**src/rtl/vx_tcu_drl_fpadd_pipe.sv**
```systemverilog
// rtl/vx_tcu_drl_fpadd_pipe.sv - 3-stage multi-lane IEEE-754 adder/subtractor with RNE and flush-to-zero
// Optional VX_TCU_FPADD_FLAGS_EN adds fflags_out {NV, DZ, OF, UF, NX} OR-reduced across lanes.
module vx_tcu_drl_fpadd_pipe #(
    parameter int EXP_W = 8,
    parameter int MAN_W = 23,
    parameter int LANES = 4,
    parameter int TAG_W = 8
) (
    input  logic                               clk,
    input  logic                               reset_n,
    input  logic                               valid_in,
    output logic                               ready_in,
    input  logic                               sub_in,
    input  logic [LANES*(1+EXP_W+MAN_W)-1:0]   a_in,
    input  logic [LANES*(1+EXP_W+MAN_W)-1:0]   b_in,
    input  logic [TAG_W-1:0]                   tag_in,
    output logic                               valid_out,
    input  logic                               ready_out,
    output logic [LANES*(1+EXP_W+MAN_W)-1:0]   y_out,
    output logic [TAG_W-1:0]                   tag_out
`ifdef VX_TCU_FPADD_FLAGS_EN
    ,
    output logic [4:0]                         fflags_out
`endif
);
    localparam int W   = 1 + EXP_W + MAN_W;
    localparam int DW  = MAN_W + 4;
    localparam int EW  = EXP_W + 2;
    localparam int LZW = $clog2(DW + 1);
    localparam logic [EXP_W-1:0] EXP_ONES = '1;

    logic             adv;
    logic             v1, v2, v3;
    logic [TAG_W-1:0] t1, t2;

    // The whole pipe advances together; bubbles hold too when stalled.
    assign adv       = ~v3 | ready_out;
    assign ready_in  = adv;
    assign valid_out = v3;

    always_ff @(posedge clk or negedge reset_n) begin
        if (!reset_n) begin
            v1      <= 1'b0;
            v2      <= 1'b0;
            v3      <= 1'b0;
            t1      <= '0;
            t2      <= '0;
            tag_out <= '0;
        end else if (adv) begin
            v1      <= valid_in;
            v2      <= v1;
            v3      <= v2;
            t1      <= tag_in;
            t2      <= t1;
            tag_out <= t2;
        end
    end

`ifdef VX_TCU_FPADD_FLAGS_EN
    logic [4:0] lane_fl [LANES];
    logic [4:0] fl_or;

    always_comb begin
        fl_or = '0;
        for (int i = 0; i < LANES; i++) fl_or = fl_or | lane_fl[i];
    end

    always_ff @(posedge clk or negedge reset_n) begin
        if (!reset_n)  fflags_out <= '0;
        else if (adv)  fflags_out <= fl_or;
    end
`endif

    for (genvar i = 0; i < LANES; i++) begin : g_lane
        logic [W-1:0]     a, b;
        logic             sa, sb;
        logic [EXP_W-1:0] ea, eb;
        logic [MAN_W-1:0] fa, fb;
        logic             a_zero, b_zero, a_inf, b_inf, a_nan, b_nan, a_big;
        logic             c1_spec;
        logic [W-1:0]     c1_sval;

        assign a      = a_in[i*W +: W];
        assign b      = b_in[i*W +: W];
        assign sa     = a[W-1];
        assign sb     = b[W-1] ^ sub_in;
        assign ea     = a[W-2:MAN_W];
        assign eb     = b[W-2:MAN_W];
        assign fa     = a[MAN_W-1:0];
        assign fb     = b[MAN_W-1:0];
        assign a_zero = (ea == '0);
        assign b_zero = (eb == '0);
        assign a_inf  = (ea == EXP_ONES) && (fa == '0);
        assign b_inf  = (eb == EXP_ONES) && (fb == '0);
        assign a_nan  = (ea == EXP_ONES) && (fa != '0);
        assign b_nan  = (eb == EXP_ONES) && (fb != '0);
        assign a_big  = {ea, fa} >= {eb, fb};

        // Specials resolved up front; denormals behave as signed zeros.
        always_comb begin
            c1_spec = 1'b1;
            c1_sval = '0;
            if (a_nan | b_nan | (a_inf & b_inf & (sa != sb)))
                c1_sval = {1'b0, EXP_ONES, 1'b1, {(MAN_W-1){1'b0}}};
            else if (a_inf)           c1_sval = {sa, ea, fa};
            else if (b_inf)           c1_sval = {sb, eb, fb};
            else if (a_zero & b_zero) c1_sval = {sa & sb, {(W-1){1'b0}}};
            else if (b_zero)          c1_sval = {sa, ea, fa};
            else if (a_zero)          c1_sval = {sb, eb, fb};
            else                      c1_spec = 1'b0;
        end

        logic             s1_spec, s1_sign, s1_sub;
        logic [W-1:0]     s1_sval;
        logic [EXP_W-1:0] s1_exp, s1_diff;
        logic [MAN_W:0]   s1_mbig, s1_msml;

        always_ff @(posedge clk or negedge reset_n) begin
            if (!reset_n) begin
                s1_spec <= 1'b0;
                s1_sval <= '0;
                s1_sign <= 1'b0;
                s1_sub  <= 1'b0;
                s1_exp  <= '0;
                s1_diff <= '0;
                s1_mbig <= '0;
                s1_msml <= '0;
            end else if (adv) begin
                s1_spec <= c1_spec;
                s1_sval <= c1_sval;
                s1_sign <= a_big ? sa : sb;
                s1_sub  <= sa ^ sb;
                s1_exp  <= a_big ? ea : eb;
                s1_diff <= a_big ? (ea - eb) : (eb - ea);
                s1_mbig <= a_big ? {1'b1, fa} : {1'b1, fb};
                s1_msml <= a_big ? {1'b1, fb} : {1'b1, fa};
            end
        end

        logic [DW-1:0] big_x, sml_x, sml_sh, sh_mask;
        logic [DW:0]   sum;

        always_comb begin
            big_x   = {s1_mbig, 3'b000};
            sml_x   = {s1_msml, 3'b000};
            sh_mask = '0;
            if ({{(32-EXP_W){1'b0}}, s1_diff} >= 32'(MAN_W + 3)) begin
                sml_sh = {{(DW-1){1'b0}}, 1'b1};
            end else begin
                sh_mask = ~({DW{1'b1}} << s1_diff);
                sml_sh  = (sml_x >> s1_diff) | {{(DW-1){1'b0}}, |(sml_x & sh_mask)};
            end
            sum = s1_sub ? ({1'b0, big_x} - {1'b0, sml_sh})
                         : ({1'b0, big_x} + {1'b0, sml_sh});
        end

        logic             s2_spec, s2_sign;
        logic [W-1:0]     s2_sval;
        logic [EXP_W-1:0] s2_exp;
        logic [DW:0]      s2_sum;

        always_ff @(posedge clk or negedge reset_n) begin
            if (!reset_n) begin
                s2_spec <= 1'b0;
                s2_sval <= '0;
                s2_sign <= 1'b0;
                s2_exp  <= '0;
                s2_sum  <= '0;
            end else if (adv) begin
                s2_spec <= s1_spec;
                s2_sval <= s1_sval;
                s2_sign <= s1_sign;
                s2_exp  <= s1_exp;
                s2_sum  <= sum;
            end
        end

        logic [LZW-1:0]   lz;
        logic [DW-1:0]    m;
        logic [EW-1:0]    e_n, e_r;
        logic [MAN_W+1:0] rnd;
        logic [MAN_W-1:0] frac;
        logic             inc, ovf, unf, lost;
        logic [W-1:0]     y_c, y_q;

        always_comb begin
            lz = '0;
            for (int k = 0; k < DW; k++)
                if (s2_sum[k]) lz = LZW'(DW - 1 - k);
            if (s2_sum[DW]) begin
                m   = {s2_sum[DW:2], s2_sum[1] | s2_sum[0]};
                e_n = {2'b00, s2_exp} + {{(EW-1){1'b0}}, 1'b1};
            end else begin
                m   = s2_sum[DW-1:0] << lz;
                e_n = {2'b00, s2_exp} - EW'(lz);
            end
            // m layout: hidden, fraction, then guard/round/sticky in [2:0].
            lost = m[2] | m[1] | m[0];
            inc  = m[2] & (m[1] | m[0] | m[3]);
            rnd  = {1'b0, m[DW-1:3]} + {{(MAN_W+1){1'b0}}, inc};
            e_r  = e_n + {{(EW-1){1'b0}}, rnd[MAN_W+1]};
            frac = rnd[MAN_W+1] ? rnd[MAN_W:1] : rnd[MAN_W-1:0];
            ovf  = ~e_r[EW-1] && (e_r >= {2'b00, EXP_ONES});
            unf  = e_r[EW-1] || (e_r == '0);
            if (s2_spec)             y_c = s2_sval;
            else if (s2_sum == '0)   y_c = '0;
            else if (ovf)            y_c = {s2_sign, EXP_ONES, {MAN_W{1'b0}}};
            else if (unf)            y_c = {s2_sign, {(W-1){1'b0}}};
            else                     y_c = {s2_sign, e_r[EXP_W-1:0], frac};
        end

        always_ff @(posedge clk or negedge reset_n) begin
            if (!reset_n)  y_q <= '0;
            else if (adv)  y_q <= y_c;
        end

        assign y_out[i*W +: W] = y_q;

`ifdef VX_TCU_FPADD_FLAGS_EN
        logic c1_nv, s1_nv, s2_nv;
        logic [4:0] fl_c;

        assign c1_nv = (a_nan & ~fa[MAN_W-1]) | (b_nan & ~fb[MAN_W-1]) | (a_inf & b_inf & (sa != sb));

        always_ff @(posedge clk or negedge reset_n) begin
            if (!reset_n) begin
                s1_nv <= 1'b0;
                s2_nv <= 1'b0;
            end else if (adv) begin
                s1_nv <= c1_nv;
                s2_nv <= s1_nv;
            end
        end

        always_comb begin
            fl_c = '0;
            if (s2_spec)            fl_c[4] = s2_nv;
            else if (s2_sum == '0)  fl_c = '0;
            else if (ovf)           fl_c = 5'b00101;
            else if (unf)           fl_c = 5'b00011;
            else                    fl_c[0] = lost;
        end

        assign lane_fl[i] = fl_c;
`endif
    end
endmodule

```
**config.mk**
```make
export PLATFORM = sky130hd
export DESIGN_NAME = vx_tcu_drl_fpadd_pipe
export DESIGN_NICKNAME = d
export VERILOG_FILES = /design/src/rtl/vx_tcu_drl_fpadd_pipe.sv
export SDC_FILE = /design/constraint.sdc
export NUM_CORES = 2
export LEC_CHECK = 0
export ABC_AREA = 1
export CAP_MARGIN = 20
export CELL_PAD_IN_SITES_DETAIL_PLACEMENT = 1
export CELL_PAD_IN_SITES_GLOBAL_PLACEMENT = 1
export CORE_ASPECT_RATIO = 1.75
export CORE_MARGIN = 2
export CORE_UTILIZATION = 25
export CTS_CLUSTER_SIZE = 16
export DETAILED_ROUTE_END_ITERATION = 7
export PLACE_DENSITY = 0.61
export SLEW_MARGIN = 20
export SYNTH_ARGS = -nofsm -noshare
export SYNTH_HDL_FRONTEND = slang
export SYNTH_SLANG_ARGS = --single-unit
```
**constraint.sdc**
```tcl
create_clock -name clk -period 11.2 [get_ports clk]
set_clock_uncertainty 0.05 [all_clocks]
set_input_delay 1.12 -clock clk [delete_from_list [all_inputs] [get_ports clk]]
set_output_delay 1.12 -clock clk [all_outputs]
set_load 0.1 [all_outputs]
```
==> results.sh <==
export IMPL_relSlewSlack=0.205
export IMPL_slowest_delay_ns=0.42
export IMPL_nNetsFinal=11539
export IMPL_design_area_sq_um=80200
export IMPL_outcome="finished, final reports clean"
export IMPL_post_place_cells=14376
export IMPL_maxCapViolCount=0
export IMPL_hold_class="in2async"
export IMPL_yosys_warnings=0
export IMPL_ios=407
export IMPL_grt_use_met3=0.0292
export IMPL_cp_end_kind="register"
export IMPL_cts_root_buffer="clkbuf_16"
export IMPL_worst_slew_pin_slew_ns=1.19
export IMPL_synth_edf_count=0
export IMPL_regToRegStartpoint="g_lane[1].s2_sum[3]"
export IMPL_cp_slowest_cell="dfrtp_1"
export IMPL_antenna_found_initial=27
export IMPL_drv_slew=0
export IMPL_fmax_mhz=128
export IMPL_cts_max_path_buffers=3
export IMPL_start_util=0.251
export IMPL_dp_final_hpwl_um=273000
export IMPL_row_count=256
export IMPL_finalCritPeriodShare=0.696
export IMPL_drtAntennaViolNets=0
export IMPL_drt_wl_total_um=342000
export IMPL_grt_pass1_vias=79839
export IMPL_vias=75179
export IMPL_drtIter0Drc=4050
export IMPL_synth_cell_area_sq_um=69600
export IMPL_ctsHoldBuffers=0
export IMPL_r2r_slack_ns=3.40
export IMPL_whs_ns=0.403
export IMPL_die_area_sq_um=283000
export IMPL_wl_per_cell_um=23.4
export IMPL_syn_nets=11466
export IMPL_syn2layout_area_growth_pct=15.2
export IMPL_clock_sinks=824
export IMPL_grt_pass1_wl_um=510000
export IMPL_yosysSeqAreaShare=0.296
export IMPL_r2r_end="g_lane[1].y_q[5]"
export IMPL_fin_util=0.289
export IMPL_grt_start_max_net_pins=162
export IMPL_leakage_nw=37.8
export IMPL_syn_inst=10789
export IMPL_ys_flop_type="dfrtp_1"
export IMPL_coreArea_sq_um=277000
export IMPL_postCtsSetupBuffers=0
export IMPL_final_cells=14570
export IMPL_async_flop_share=1.00
export IMPL_worstPathRequired_ns=11.77
export IMPL_viasPerCell=5.16
export IMPL_finalWeightedCongestion=0.954
export IMPL_drc=0
export IMPL_placed_cell_area_sq_um=76900
export IMPL_clkTransAtPathRegs_ns=0.07
export IMPL_nFillCells=35077
export IMPL_grt_ovfl_total=0
export IMPL_portBuffers=406
export IMPL_met1_usage=0.252
export IMPL_dr_pass1_iters=5
export IMPL_drive_above_1_share=0.0458
export IMPL_postCtsResizedCells=0
export IMPL_vdd_drop_max_mv=0.206
export IMPL_die_h_um=702
export IMPL_synth_seq_cells=824
export IMPL_use_met2=0.439
export IMPL_setup_viol_count_final=0
export IMPL_r2r_cells=52
export IMPL_cts_made_buffers=95
export IMPL_cts_tree="built"
export IMPL_grt_util_all_layers=0.236
export IMPL_die_w_um=403
export IMPL_hold_viol=0
export IMPL_clock_latency_ns=0.73
export IMPL_final_common_cell="nand2_1"
export IMPL_cts_htree_levels=3
export IMPL_worstSetupPathType="reg2reg"
export IMPL_powerDensity_nw_per_um2=300
export IMPL_cp_arrival_ns=8.37
export IMPL_final_setup_tns_ns=0
export IMPL_startpoint_type="register"
export IMPL_final_cell_mix="2882 x nand2_1, 1234 x o21ai_0, 1137 x inv_1"
export IMPL_fin_crit_ns=7.80
export IMPL_syn_avg_cell_area_sq_um=6.45
export IMPL_crit_path_max_fanout=40
export IMPL_grt_most_used_layer="met2"
export IMPL_synth_cell_type_count=72
export IMPL_cp_common_cell="nand2_1"
export IMPL_grt_setup_unrepaired="false"
## sequential cells by signal (all words and copies together), names as in the netlist
name            cells
v1                  1
g_lane.s1_sval    128
valid_out           1
g_lane.s1_diff     32
g_lane.s1_spec      4
g_lane.y_q        128
g_lane.s1_sub       4
g_lane.s1_msml     92
g_lane.s2_exp      32
v2                  1
t1                  8
g_lane.s2_sign      4
g_lane.s2_sval    128
tag_out             8
g_lane.s1_mbig     93
g_lane.s2_spec      4
t2                  8
g_lane.s1_sign      4
g_lane.s2_sum     112
g_lane.s1_exp      32
## cell type report
| class | instances | area (sq um) | area share |
|---|---|---|---|
| antenna | 17 | 42.5 | 0.000531 |
| clock inverter | 53 | 649 | 0.00810 |
| inverter | 1176 | 4420 | 0.0551 |
| timing repair buffer | 511 | 4870 | 0.0608 |
| sequential | 824 | 20600 | 0.257 |
| tap | 3612 | 4520 | 0.0564 |
| clock buffer | 123 | 2620 | 0.0327 |
| multi-input combinational | 8254 | 42400 | 0.529 |
## worst max-delay path, delay by kind of cell (launching register included)
family / cells / cell delay, ns
buffers and inverters: 6 / 0.93
adder cells (fa/ha/maj): 3 / 0.66
AND/OR/NAND/NOR: 39 / 4.71
AO/OA/AOI/OAI: 3 / 0.74
XOR/XNOR: 1 / 0.18
flip-flops: 1 / 0.42
## stage by stage
step	worst slack [ns]	total power (W)
after detailed placement	3.17	0.0206
final	3.40	0.0240
after floorplan	5.64	0.0152
after global placement	3.02	0.0205
after global routing	2.53	0.0259
after CTS	3.12	0.0242
## layer usage
| metal | up-vias | share of wire |
|---|---|---|
| li1 | 36071 | - |
| met1 | 36903 | 0.38 |
| met2 | 1555 | 0.52 |
| met3 | 632 | 0.033 |
| met4 | 18 | 0.068 |
| met5 | - | 0.00037 |
## logic make-up after synthesis
logic type / after synthesis / synth area share
AO/OA/AOI/OAI: 2557 / 0.201
XOR/XNOR: 112 / 0.0141
adder cells (fa/ha/maj): 408 / 0.0750
buffers and inverters: 1711 / 0.0957
flip-flops: 824 / 0.296
multiplexers: 16 / 0.00232
AND/OR/NAND/NOR: 5161 / 0.315
## worst max path at each step
stage	from	endpoint	cells past startpoint
after detailed placement	g_lane[3].s2_sum[3]	g_lane[3].y_q[3]	53
after floorplan	g_lane[0].s2_sum[2]	g_lane[0].y_q[0]	51
after CTS	g_lane[3].s2_sum[3]	g_lane[3].y_q[3]	53
after global placement	g_lane[3].s2_sum[2]	g_lane[3].y_q[18]	56
final	g_lane[1].s2_sum[3]	g_lane[1].y_q[5]	52
after global routing	g_lane[3].s2_sum[2]	g_lane[3].y_q[25]	53
## power breakdown
group	leakage [nW]	internal, W	switching, W	total, W
Clock	1.60	0.00191	0.00150	0.00341
Combinational	26.0	0.00416	0.0115	0.0157
Sequential	10.2	0.00390	0.00102	0.00492
## synthesized netlist by cell type, types with 31 or more instances
cell         n  share of area
a21oi_1    784          0.056
a221oi_1    32         0.0040
a22oi_1     85         0.0092
a31oi_1     64         0.0057
buf_1       51         0.0027
buf_2       42         0.0030
clkbuf_1   415          0.022
dfrtp_1    824           0.30
ha_1       392          0.070
inv_1     1138          0.061
nand2_1   2883           0.16
nand2_2     31         0.0028
nand3_1    972          0.070
nand4_1    143          0.013
nor2_1     799          0.043
nor3_1     109         0.0078
nor4_1      62         0.0056
o211ai_1    47         0.0051
o21ai_0   1236          0.089
o21ai_1     39         0.0028
o22ai_1     80         0.0072
o31ai_1     40         0.0043
or2_2       63         0.0057
xnor2_1     36         0.0045
xor2_1      76         0.0096
No activity file was read; power rests on OpenSTA's default activity.
